`config.mk`:
```
export PLATFORM = sky130hd
export DESIGN_NAME = mult_div_unit_flat
export DESIGN_NICKNAME = d
export VERILOG_FILES = /design/src/rtl/mult_div_unit_if.sv /design/src/rtl/mult_div_unit.sv /design/src/flat_wrapper.sv
export SDC_FILE = /design/constraint.sdc
export NUM_CORES = 1
export LEC_CHECK = 0
export ABC_CLOCK_PERIOD_IN_PS = 9100
export CORE_ASPECT_RATIO = 2
export CORE_MARGIN = 10
export CORE_UTILIZATION = 25
export DETAILED_ROUTE_END_ITERATION = 7
export GPL_TIMING_DRIVEN = 0
export MAX_ROUTING_LAYER = met4
export PLACE_DENSITY = 0.44
export SETUP_SLACK_MARGIN = 0.3
export SYNTH_ARGS = -nofsm -noshare
export SYNTH_HDL_FRONTEND = slang
export SYNTH_SLANG_ARGS = --single-unit
```
`constraint.sdc`:
```
create_clock -name clock_i -period 9.1 [get_ports clock_i]
set_input_delay 0.91 -clock clock_i [delete_from_list [all_inputs] [get_ports clock_i]]
set_output_delay 0.91 -clock clock_i [all_outputs]
set_load 0.01 [all_outputs]
```
`src/rtl/mult_div_unit_if.sv`:
```
// Operand, control and result bundle between the EX forwarding muxes and mult_div_unit.
// The EX stage is the master; the multiply/divide unit is the slave.
interface mult_div_unit_if #(
  parameter int NB_DATA = 32
);
  logic [NB_DATA-1:0] op1_i;
  logic [NB_DATA-1:0] op2_i;
  logic               start_i;
  logic [1:0]         op_i;
  logic               mthi_i;
  logic               mtlo_i;
  logic [NB_DATA-1:0] hi_o;
  logic [NB_DATA-1:0] lo_o;
  logic               busy_o;
  logic               done_o;

  modport master (
    output op1_i, op2_i, start_i, op_i, mthi_i, mtlo_i,
    input  hi_o, lo_o, busy_o, done_o
  );

  modport slave (
    input  op1_i, op2_i, start_i, op_i, mthi_i, mtlo_i,
    output hi_o, lo_o, busy_o, done_o
  );
endinterface

```
`src/rtl/mult_div_unit.sv`:
```
// Iterative MULT/MULTU/DIV/DIVU unit with architectural HI/LO registers.
// Works on operand magnitudes for NB_DATA cycles, then applies sign correction in FIX.
module mult_div_unit #(
  parameter int NB_DATA = 32
) (
  input  logic            clock_i,
  input  logic            reset_i,
  mult_div_unit_if.slave  bus
);

  localparam int NB_CNT = $clog2(NB_DATA);

  typedef enum logic [1:0] {
    IDLE,
    RUN,
    FIX
  } state_t;

  state_t state, state_next;

  logic [NB_CNT-1:0]    count;
  logic [1:0]           op_q;
  logic                 neg_q;
  logic                 neg_r;
  logic                 div0_q;
  logic [NB_DATA-1:0]   raw_op1_q;
  logic [NB_DATA-1:0]   opb_q;
  logic [2*NB_DATA-1:0] acc_q;
  logic [NB_DATA-1:0]   hi_q;
  logic [NB_DATA-1:0]   lo_q;
  logic                 busy_q;
  logic                 done_q;

  logic                 sign1, sign2;
  logic [NB_DATA-1:0]   mag1, mag2;
  logic [NB_DATA-1:0]   mul_addend;
  logic [NB_DATA:0]     mul_sum;
  logic [2*NB_DATA-1:0] mul_next;
  logic [NB_DATA:0]     rem_shift;
  logic                 q_bit;
  logic [NB_DATA-1:0]   rem_new;
  logic [2*NB_DATA-1:0] div_next;
  logic [2*NB_DATA-1:0] mul_res;
  logic [NB_DATA-1:0]   quo, rem;
  logic [NB_DATA-1:0]   fix_hi, fix_lo;

  always_ff @(posedge clock_i) begin
    if (!reset_i) state <= IDLE;
    else          state <= state_next;
  end

  always_comb begin
    state_next = state;
    case (state)
      IDLE:    if (bus.start_i) state_next = RUN;
      RUN:     if (count == NB_CNT'(NB_DATA - 1)) state_next = FIX;
      FIX:     state_next = IDLE;
      default: state_next = IDLE;
    endcase
  end

  // Start decode: op_i[0]==0 selects the signed variants, which run on magnitudes.
  always_comb begin
    sign1 = ~bus.op_i[0] & bus.op1_i[NB_DATA-1];
    sign2 = ~bus.op_i[0] & bus.op2_i[NB_DATA-1];
    mag1  = sign1 ? -bus.op1_i : bus.op1_i;
    mag2  = sign2 ? -bus.op2_i : bus.op2_i;
  end

  // Shift-add multiply: acc = {partial product, remaining multiplier bits}.
  always_comb begin
    mul_addend = acc_q[0] ? opb_q : '0;
    mul_sum    = {1'b0, acc_q[2*NB_DATA-1:NB_DATA]} + {1'b0, mul_addend};
    mul_next   = {mul_sum, acc_q[NB_DATA-1:1]};
  end

  // Restoring divide: acc = {remainder, dividend bits shifting out / quotient bits in}.
  always_comb begin
    rem_shift = {acc_q[2*NB_DATA-1:NB_DATA], acc_q[NB_DATA-1]};
    q_bit     = (rem_shift >= {1'b0, opb_q});
    rem_new   = q_bit ? NB_DATA'(rem_shift - {1'b0, opb_q}) : rem_shift[NB_DATA-1:0];
    div_next  = {rem_new, acc_q[NB_DATA-2:0], q_bit};
  end

  always_comb begin
    mul_res = neg_q ? -acc_q : acc_q;
    quo     = acc_q[NB_DATA-1:0];
    rem     = acc_q[2*NB_DATA-1:NB_DATA];
    fix_lo  = div0_q ? '1        : (neg_q ? -quo : quo);
    fix_hi  = div0_q ? raw_op1_q : (neg_r ? -rem : rem);
  end

  always_ff @(posedge clock_i) begin
    if (!reset_i) begin
      count     <= '0;
      op_q      <= '0;
      neg_q     <= 1'b0;
      neg_r     <= 1'b0;
      div0_q    <= 1'b0;
      raw_op1_q <= '0;
      opb_q     <= '0;
      acc_q     <= '0;
      hi_q      <= '0;
      lo_q      <= '0;
      busy_q    <= 1'b0;
      done_q    <= 1'b0;
    end else begin
      busy_q <= (state_next != IDLE);
      done_q <= (state == FIX);
      case (state)
        IDLE: begin
          if (bus.mthi_i) hi_q <= bus.op1_i;
          if (bus.mtlo_i) lo_q <= bus.op1_i;
          if (bus.start_i) begin
            count     <= '0;
            op_q      <= bus.op_i;
            neg_q     <= sign1 ^ sign2;
            neg_r     <= sign1;
            div0_q    <= bus.op_i[1] && (bus.op2_i == '0);
            raw_op1_q <= bus.op1_i;
            opb_q     <= bus.op_i[1] ? mag2 : mag1;
            acc_q     <= {{NB_DATA{1'b0}}, (bus.op_i[1] ? mag1 : mag2)};
          end
        end
        RUN: begin
          acc_q <= op_q[1] ? div_next : mul_next;
          count <= count + 1'b1;
        end
        FIX: begin
          hi_q <= op_q[1] ? fix_hi : mul_res[2*NB_DATA-1:NB_DATA];
          lo_q <= op_q[1] ? fix_lo : mul_res[NB_DATA-1:0];
        end
        default: ;
      endcase
    end
  end

  assign bus.hi_o   = hi_q;
  assign bus.lo_o   = lo_q;
  assign bus.busy_o = busy_q;
  assign bus.done_o = done_q;

endmodule

```
`src/flat_wrapper.sv`:
```
// flat-port wrapper written by rule: the top's interface ports become plain ports
module mult_div_unit_flat 
#(
  parameter int NB_DATA = 32
)
  (clock_i, reset_i, bus_op1_i, bus_op2_i, bus_start_i, bus_op_i, bus_mthi_i, bus_mtlo_i, bus_hi_o, bus_lo_o, bus_busy_o, bus_done_o);
  mult_div_unit_if #(.NB_DATA(NB_DATA)) bus_i ();
  input  logic clock_i;
  input  logic reset_i;
  input wire logic [$bits(bus_i.op1_i)-1:0] bus_op1_i;
  input wire logic [$bits(bus_i.op2_i)-1:0] bus_op2_i;
  input wire logic [$bits(bus_i.start_i)-1:0] bus_start_i;
  input wire logic [$bits(bus_i.op_i)-1:0] bus_op_i;
  input wire logic [$bits(bus_i.mthi_i)-1:0] bus_mthi_i;
  input wire logic [$bits(bus_i.mtlo_i)-1:0] bus_mtlo_i;
  output wire logic [$bits(bus_i.hi_o)-1:0] bus_hi_o;
  output wire logic [$bits(bus_i.lo_o)-1:0] bus_lo_o;
  output wire logic [$bits(bus_i.busy_o)-1:0] bus_busy_o;
  output wire logic [$bits(bus_i.done_o)-1:0] bus_done_o;
  assign bus_i.op1_i = bus_op1_i;
  assign bus_i.op2_i = bus_op2_i;
  assign bus_i.start_i = bus_start_i;
  assign bus_i.op_i = bus_op_i;
  assign bus_i.mthi_i = bus_mthi_i;
  assign bus_i.mtlo_i = bus_mtlo_i;
  assign bus_hi_o = bus_i.hi_o;
  assign bus_lo_o = bus_i.lo_o;
  assign bus_busy_o = bus_i.busy_o;
  assign bus_done_o = bus_i.done_o;
  mult_div_unit #(.NB_DATA(NB_DATA)) u_core (.clock_i(clock_i), .reset_i(reset_i), .bus(bus_i));
endmodule
```
# --- Word level (Yosys, flattened, before mapping) ---
# Index checks and enable logic that the tools add are counted.
word_totals:
  register_bits: 206
  out_inout_bits: 66
  elab_cells: 67
classes:
  addsub: 8
  n_lt_le_gt_ge: 1
  eq_ne: 6
  mux: 25
  n_bitwise: 4
  reduce_logical: 10
op_table:
  columns: ["cell", "count"]
  rows:
  - ["32-bit 2-to-1 mux", 14]
  - ["64-bit 2-to-1 mux", 3]
  - ["32-bit negation", 4]
  - ["32-bit case mux with 2 select lines", 2]
  - ["64-bit case mux with 2 select lines", 1]
  - ["64-bit negation", 1]
  - ["32-bit by 32-bit adder with 33-bit output", 1]
  - ["33-bit by 32-bit >= comparator with 1-bit output", 1]
  - ["32-bit zero test", 1]
  - ["32-bit subtractor", 1]
  - ["5-bit case mux with 2 select lines", 1]
  - ["2-bit AND reduction", 4]
  - ["2-bit != test, second input constant", 3]
  - ["2-bit nonzero test", 3]
  - ["5-bit by 1-bit adder with 5-bit output, second input constant", 1]
  - ["5-bit equality test, second input constant", 1]
  - ["5-bit 2-to-1 mux", 1]
  - ["2-bit 2-to-1 mux", 2]
  - ["2-bit case mux with 2 select lines", 1]
  - ["1-bit bitwise AND", 2]
  - ["2-bit by 1-bit equality test with 1-bit output, second input constant", 1]
  - ["2-bit equality test, second input constant", 1]
  - ["2-bit zero test", 1]
  - ["1-bit logical AND", 1]
  - ["other kinds (2)", 2]

# --- Longest topological paths before layout ---
# Gate-level depths: netlist of run 1.
logic_depth:
  ltp_word: 6
  ltp_mapped: 15

# --- Worst setup path before layout of run 1 ---
# No wires, ideal clock.
synth_timing:
  path_type: "input port to flip-flop"
  startpoint: "in bus_op1_i[2]"
  endpoint: "reg u_core.opb_q[29]"
  setup_time_ns: 0.116
  arrival_time_ns: 3.178
  t_required_ns: 8.984
  setup_slack_ns: 5.806
  cell_stages: 11
  cell_sequence: "clkbuf_1 -> nor4_1 -> and3_1 -> clkbuf_1 -> and3_1 -> nand2_1 -> o41ai_1 -> xor2_1 -> nand2_1 -> o2111a_1 -> a31o_2"
synth_between:
  elab_chain_len: 3
synth_rtl:
  columns: ["item", "line_no", "text"]
  rows:
  - ["start: declaration", "flat_wrapper.sv:10", "input wire logic [$bits(bus_i.op1_i)-1:0] bus_op1_i;"]
  - ["32-bit negation", "mult_div_unit.sv:66", "mag1 = sign1 ? -bus.op1_i : bus.op1_i;"]
  - ["32-bit 2-to-1 mux", "mult_div_unit.sv:66", null]
  - ["32-bit 2-to-1 mux", "mult_div_unit.sv:121", "opb_q <= bus.op_i[1] ? mag2 : mag1;"]
  - ["end signal: assignment", "mult_div_unit.sv:121", null]
  - ["end: declaration", "mult_div_unit.sv:27", "logic [NB_DATA-1:0] opb_q;"]
# Every way passes these cells.
# A chain may end at the register's enable or synchronous reset.

# --- Worst setup path in the final report of run 1 ---
layout_timing:
  startpoint: "reg u_core.acc_q[0]"
  endpoint: "reg u_core.acc_q[55]"
layout_between:
  elab_chain_len: 4
layout_rtl:
  columns: ["item", "line_no", "text"]
  rows:
  - ["start: declaration", "mult_div_unit.sv:28", "logic [2*NB_DATA-1:0] acc_q;"]
  - ["start signal: assignment", "mult_div_unit.sv:122", "acc_q <= {{NB_DATA{1'b0}}, (bus.op_i[1] ? mag1 : mag2)};"]
  - ["start signal: assignment", "mult_div_unit.sv:126", "acc_q <= op_q[1] ? div_next : mul_next;"]
  - ["32-bit 2-to-1 mux", "mult_div_unit.sv:72", "mul_addend = acc_q[0] ? opb_q : '0;"]
  - ["32-bit by 32-bit adder with 33-bit output", "mult_div_unit.sv:73", "mul_sum = {1'b0, acc_q[2*NB_DATA-1:NB_DATA]} + {1'b0, mul_addend};"]
  - ["64-bit 2-to-1 mux", "mult_div_unit.sv:126", null]
  - ["64-bit case mux with 2 select lines", "mult_div_unit.sv:110", "case (state)"]
# Every way passes these cells.

==> summary.txt, run 1 <==
Run status
  • Status: completed

Yosys
  • Cells after Synth: 2322
  • YS warnings: 0
  • Syn Area/Cell: 7.172 µm²
  • Post-synth ARST share: 0
  • Net Count, Synth: 2465
  • Synth unique cells: 78
  • EDFF count, synth: 0
  • Seq/Total Area, Yosys: 0.2464
  • Ys flop type: dfxtp_1
  • Mapped cell area: 16650 µm²
  • Synth Register Bits: 205

Cells and area
  • Final net count: 2618
  • Commonest non-fill, non-tap cell in the layout: nand2_1
  • Layout cell share with drive strength beyond 1: 0.03208
  • Most frequent cells in the layout: nand2_1, a21oi_1, dfxtp_1, nor2_1, clkbuf_1
  • Final Core Density: 0.3017
  • Layout area overhead: 19.38%

GRT
  • Initial antenna violation count: 0
  • Gr ovfl total: 0
  • Largest net degree at the start of global routing: 14
  • Vias in the first global route: 19347
  • All-layer global routing usage: 0.2669
  • Global-route wire length before repair: 145300 µm

Worst setup path
  • Crit path largest cell delay: 1.01 ns
  • Top Family by Delay on Critical Path: compound AO/OA/AOI/OAI gates
  • Slowest stage cell on the critical path: a21boi_0
  • Critical Path AT: 5.61 ns
  • Critical path's most frequent cell: clkbuf_1
  • Levels on crit path: 14
  • Worst path bufs/invs: 4
  • CP cell instances: clkbuf_1 -> inv_1 -> clkbuf_1 -> nor2_1 -> ha_1 -> clkbuf_1 -> and4_1 -> o211ai_1 -> a21boi_0 -> o21ai_0 -> a31o_2 -> and3_1 -> o21ai_0 -> o211ai_1
  • CP Max Fanout: 10
  • Crit. End Element: register
  • Reg2Reg Depth: 14
  • CP startpoint kind: register
  • WS Path Type: reg2reg
  • CP Data Required Time: 9.49 ns

Placed design
  • Gpl congestion: 0.9993
  • HPWL after DPL: 86170 µm
  • IO buf count: 126

Route
  • Via density: 5.599
  • Final ANT Viol Nets: 0
  • Starting DRT DRC Count: 1537
  • Vias: 18880
  • DRC viols: 0
  • Drt wl/cell: 31.03 µm
  • DR pass1 iterations: 8
  • WL final: 104600 µm

Timing
  • Hold Vio Cnt, Final: 0
  • RSZ-0062 raised after global routing: false
  • Period Utilization, post-route: 0.5733
  • Setup_tns: 0 ns
  • Pins Over Slew Limit: 0
  • Final setup fails: 0
  • Measured slew at the worst slew-check pin: 1.276 ns
  • Min Tclk post-route: 5.217 ns
  • Max Freq: 191.7 MHz
  • Clock skew: 0.02742 ns
  • Rel. slew slack: 0.1414

Pwr
  • Total leakage power: 0.007134 µW
  • Peak supply drop: 0.1283 mV
  • Pwr Density: 157.6 nW/µm²

CTS
  • Cts hold-fix bufs: 0
  • Clk_lat worst skew: 0.59 ns
  • CTS buffer count: 25
  • Sink Count: 205
  • Worst-case clock buffer depth: 3
  • CTS clock-pin slew for the worst setup and hold paths: 0.07 ns
  • CTS H-tree depth: 1
  • Post-CTS Setup Bufs: 0
  • CTS root buffer: clkbuf_16
  • Post-CTS Resized: 0
  • CTS tree: built

Die
  • Die Span Y: 385 µm
  • Chip width: 202.5 µm
  • Die area: 77960 µm²
  • Cell Rows: 133
  • Core region area: 65900 µm²
  • Starting Density: 0.2527
  • IO Pins: 137

Min path
  • Worst hold path type: reg2reg
  • Hold path depth: 2

Flow run
  • Max-cap violations: 0
## layout make-up
cell class	instances	area (µm²)
Fill cell	7393	46020
Inverter	60	225.2
Multi-Input combinational cell	1863	11580
Sequential cell	205	4104
Timing Repair Buffer	126	1261
Tap cell	877	1097
Buffer	194	744.5
Antenna cell	1	2.502
Clock inverter	17	226.5
Clock buffer	29	640.6
## routing by layer
layer	share of wire	up-vias	GRT usage
met3	0.040	336	0.02690
met1	0.33	9103	0.2409
met2	0.52	765	0.4858
met4	0.11	0	0.2442
li1	-	8676	-
met5	0	-	-
## worst reg2reg max path, cell delays in order (launching register included)
cell      delay (ns)
dfxtp_1         0.30
clkbuf_1        0.33
inv_1           0.23
clkbuf_1        0.54
nor2_1          0.13
ha_1            0.29
clkbuf_1        0.30
and4_1          0.32
o211ai_1        0.16
a21boi_0        1.01
o21ai_0         0.35
a31o_2          0.30
and3_1          0.18
o21ai_0         0.35
o211ai_1        0.23
## Yosys cell counts (14+ instances only)
cell type,instances,area share
mux2i_1,59,0.035
nor3_1,37,0.011
o31ai_1,32,0.014
or3_1,19,0.0071
o211ai_1,45,0.020
nor2b_1,23,0.0086
o21ai_0,169,0.051
and3_1,16,0.0060
o221ai_1,29,0.015
buf_1,17,0.0038
nor2_1,199,0.045
nor4_1,16,0.0060
inv_1,57,0.013
xor2_1,80,0.042
a21oi_1,249,0.075
nand2_1,315,0.071
xnor2_1,115,0.060
a31oi_1,25,0.0094
nand2b_1,19,0.0071
dfxtp_1,205,0.25
a21o_1,30,0.014
a211oi_1,35,0.016
ha_1,70,0.053
a221oi_1,14,0.0074
clkbuf_1,169,0.038
nand3_1,57,0.017
nand4_1,23,0.0086
## final timing paths
check                         to  slack (ns)                 from
max reg2reg     u_core.acc_q[55]        3.88      u_core.acc_q[0]
min          u_core.bus.hi_o[17]        0.45  u_core.bus.hi_o[17]
min reg2reg  u_core.bus.hi_o[17]        0.45  u_core.bus.hi_o[17]
max             u_core.acc_q[55]        3.88      u_core.acc_q[0]
## registers in the layout, summed over array words and instances (netlist names)
register,flops
u_core.bus.busy_o,1
u_core.neg_q,1
u_core.count,5
u_core.bus.lo_o,32
u_core.bus.done_o,1
u_core.raw_op1_q,32
u_core.bus.hi_o,32
u_core.acc_q,64
u_core.div0_q,1
u_core.state,2
u_core.neg_r,1
u_core.opb_q,32
u_core.op_q,1
## report_power, final
group          switching [µW]  total, µW  leakage [µW]  internal, µW
logic                     666        988       0.00502           321
clock network             464       1110      0.000430           650
registers                74.3       1030       0.00168           957
## cells by family after synthesis
group                      count (synthesis)  synth area share
xor gates and xnor gates                 195            0.1026
DFF                                      205            0.2464
and+or+nand+nor                          780            0.2132
adders and majority gates                 72           0.05500
buffers and inverters                    254           0.05823
muxes                                     65           0.03952
AOI/OAI and AO/OA                        751            0.2851
## metrics by stage
stage / hold WS, ns / area (µm²) / cells / power [µW] / setup WS [ns]
3_5_place_dp: 0.4452 / 19010 / 3325 / 2015 / 3.801
2_1_floorplan: 0.4319 / 16650 / 2322 / 1566 / 5.806
6_report: 0.4493 / 19880 / 3372 / 3133 / 3.883
5_1_grt: 0.4712 / 19880 / 3371 / 3241 / 3.744
4_1_cts: 0.4560 / 19880 / 3371 / 3138 / 4.013
3_3_place_gp: 0.4398 / 19010 / 3325 / 2016 / 3.800
Power figures use the tool's default switching activity.
==> run 2: changes to the inputs <==
ABC_CLOCK_PERIOD_IN_PS = 5400   (was 9100)
clock period = 5.4 ns   (was 9.1 ns; I/O delays follow)
==> run 2 against run 1 <==
Net effect: total power grew 69%; worst hold slack lost 0.034 ns; fmax grew 8.0%; non-clock buffer count is the same; wire length is essentially flat; critical path type unchanged.
==> summary.txt, run 2 (synthesis results as in run 1) <==
GRT
  • Largest net degree at the start of global routing: 14
  • Global-route wire length before repair: 145300 µm
  • All-layer global routing usage: 0.2669
  • Gr ovfl total: 0
  • Vias in the first global route: 19347
  • Initial antenna violation count: 0

Route
  • Final ANT Viol Nets: 0
  • DR pass1 iterations: 8
  • Drt wl/cell: 31.06 µm
  • WL final: 104700 µm
  • Via density: 5.603
  • Starting DRT DRC Count: 1528
  • Vias: 18889
  • DRC viols: 0

Timing
  • Setup_tns: 0 ns
  • Pins Over Slew Limit: 0
  • Hold slack: 0.4155 ns
  • Max Freq: 207.1 MHz
  • Final setup fails: 0
  • Measured slew at the worst slew-check pin: 1.146 ns
  • Clock skew: 0.02633 ns
  • RSZ-0062 raised after global routing: false
  • Hold Vio Cnt, Final: 0
  • Rel. slew slack: 0.2358
  • Min Tclk post-route: 4.828 ns
  • Period Utilization, post-route: 0.8941

Pwr
  • Peak supply drop: 0.2163 mV
  • Total leakage power: 0.007137 µW
  • Psw: 2032 µW
  • Reg power frac: 0.329
  • Pwr Density: 265.6 nW/µm²
  • Int Power: 3249 µW
  • Net Sw Frac: 0.3847
  • Clock Power Share: 0.356
  • Combinational share of power: 0.315

Cells and area
  • Fill count: 7395
  • Layout area overhead: 19.38%
  • Layout cell share with drive strength beyond 1: 0.03248
  • Largest Register: u_core.acc_q
  • Most frequent cells in the layout: nand2_1, a21oi_1, dfxtp_1, nor2_1, clkbuf_1
  • Final Core Density: 0.3017
  • Final net count: 2618
  • Diode count: 0
  • Number of flip-flops under the largest register name: 64
  • Commonest non-fill, non-tap cell in the layout: nand2_1
  • Non-Filler Instances: 3371

Min path
  • Worst hold path type: in2reg
  • Hold worst-path end: u_core.raw_op1_q[9]
  • Hold path depth: 3
  • Hold_sp: bus_op1_i[9]

Run status
  • Status: completed

Worst setup path
  • CP Max Fanout: 10
  • CP startpoint kind: register
  • WS Path Type: reg2reg
  • Reg-to-reg endpoint: u_core.acc_q[55]
  • Reg2Reg Setup Slack: 0.57 ns
  • CP Data Required Time: 5.79 ns
  • Crit. End Element: register
  • Reg2Reg Depth: 14
  • Critical Path AT: 5.22 ns
  • Reg-to-reg startpoint: u_core.acc_q[0]

Die
  • Die area: 77960 µm²
  • Die Span Y: 385 µm
  • IO Pins: 137
  • Chip width: 202.5 µm
  • Starting Density: 0.2527
  • Cell Rows: 133
  • Core region area: 65900 µm²

CTS
  • Sink Count: 205
  • CTS clock-pin slew for the worst setup and hold paths: 0.07 ns
  • Worst-case clock buffer depth: 3
  • CTS H-tree depth: 1
  • CTS tree: built
  • CTS buffer count: 25
  • CTS root buffer: clkbuf_16
  • Clk_lat worst skew: 0.59 ns
  • Cts hold-fix bufs: 0
  • Post-CTS Resized: 0
  • Post-CTS Setup Bufs: 0

Placed design
  • Placed cell count: 3325
  • IO buf count: 126
  • HPWL after DPL: 86170 µm
  • Gpl congestion: 0.9993

Flow run
  • Max-cap violations: 0
## run 2: cell types whose count changed in the layout (fill, tap and decap cells not counted)
cell,previous run,this run
a21boi_1,0,1
clkbuf_2,2,3
diode_2,1,0
clkbuf_1,173,172
a21boi_0,4,3
## run 2: worst max-delay path, cell delays in order, from the launching register on
cell	delay, ns
dfxtp_1	0.30
clkbuf_1	0.33
inv_1	0.23
clkbuf_1	0.53
nor2_1	0.13
ha_1	0.29
clkbuf_1	0.30
and4_1	0.32
o211ai_1	0.17
a21boi_1	0.68
o21ai_0	0.29
a31o_2	0.28
and3_1	0.18
o21ai_0	0.35
o211ai_1	0.23
## run 2: metal layers
layer,GRT usage,up-vias,routed length (µm)
met5,-,-,0
met4,0.2442,0,11270
met3,0.02690,340,4106
met2,0.4858,770,54470
met1,0.2409,9102,34870
li1,-,8677,-
## run 2: stage by stage
step	instance area (µm²)	power [µW]	setup slack, ns
2_1_floorplan	16650	2640	2.151
3_3_place_gp	19010	3398	0.2941
3_5_place_dp	19010	3396	0.3442
4_1_cts	19880	5288	0.3129
5_1_grt	19880	5462	0.3959
6_report	19880	5281	0.5717
## run 2: how the worst max path moves through the flow
stage / from / endpoint / slack, ns / cells after the start
finish: u_core.acc_q[0] / u_core.acc_q[55] / 0.57 / 14
floorplan: u_core.acc_q[0] / u_core.acc_q[59] / 2.15 / 14
CTS: u_core.acc_q[0] / u_core.acc_q[55] / 0.31 / 14
global route: u_core.acc_q[33] / u_core.acc_q[54] / 0.40 / 11
detailed placement: u_core.acc_q[0] / u_core.acc_q[55] / 0.34 / 14
global placement: u_core.acc_q[0] / u_core.acc_q[55] / 0.29 / 14
## run 2: layout make-up
type / count / area, µm² / share of cell area
clock inverter: 17 / 226.5 / 0.01139
timing repair buffer: 126 / 1261 / 0.06344
sequential: 205 / 4104 / 0.2064
buffer: 194 / 745.7 / 0.03751
tap: 877 / 1097 / 0.05520
clock buffer: 29 / 640.6 / 0.03222
inverter: 60 / 225.2 / 0.01133
multi-input combinational: 1863 / 11580 / 0.5825
## run 2: power groups by stage
| stage | combinational (µW) | sequential [µW] | clock, µW |
|---|---|---|---|
| 2_1_floorplan | 925 | 1710 | 0 |
| 3_3_place_gp | 1630 | 1760 | 0 |
| 3_5_place_dp | 1630 | 1770 | 0 |
| 4_1_cts | 1640 | 1730 | 1910 |
| 5_1_grt | 1760 | 1740 | 1960 |
| 6_report | 1660 | 1740 | 1880 |
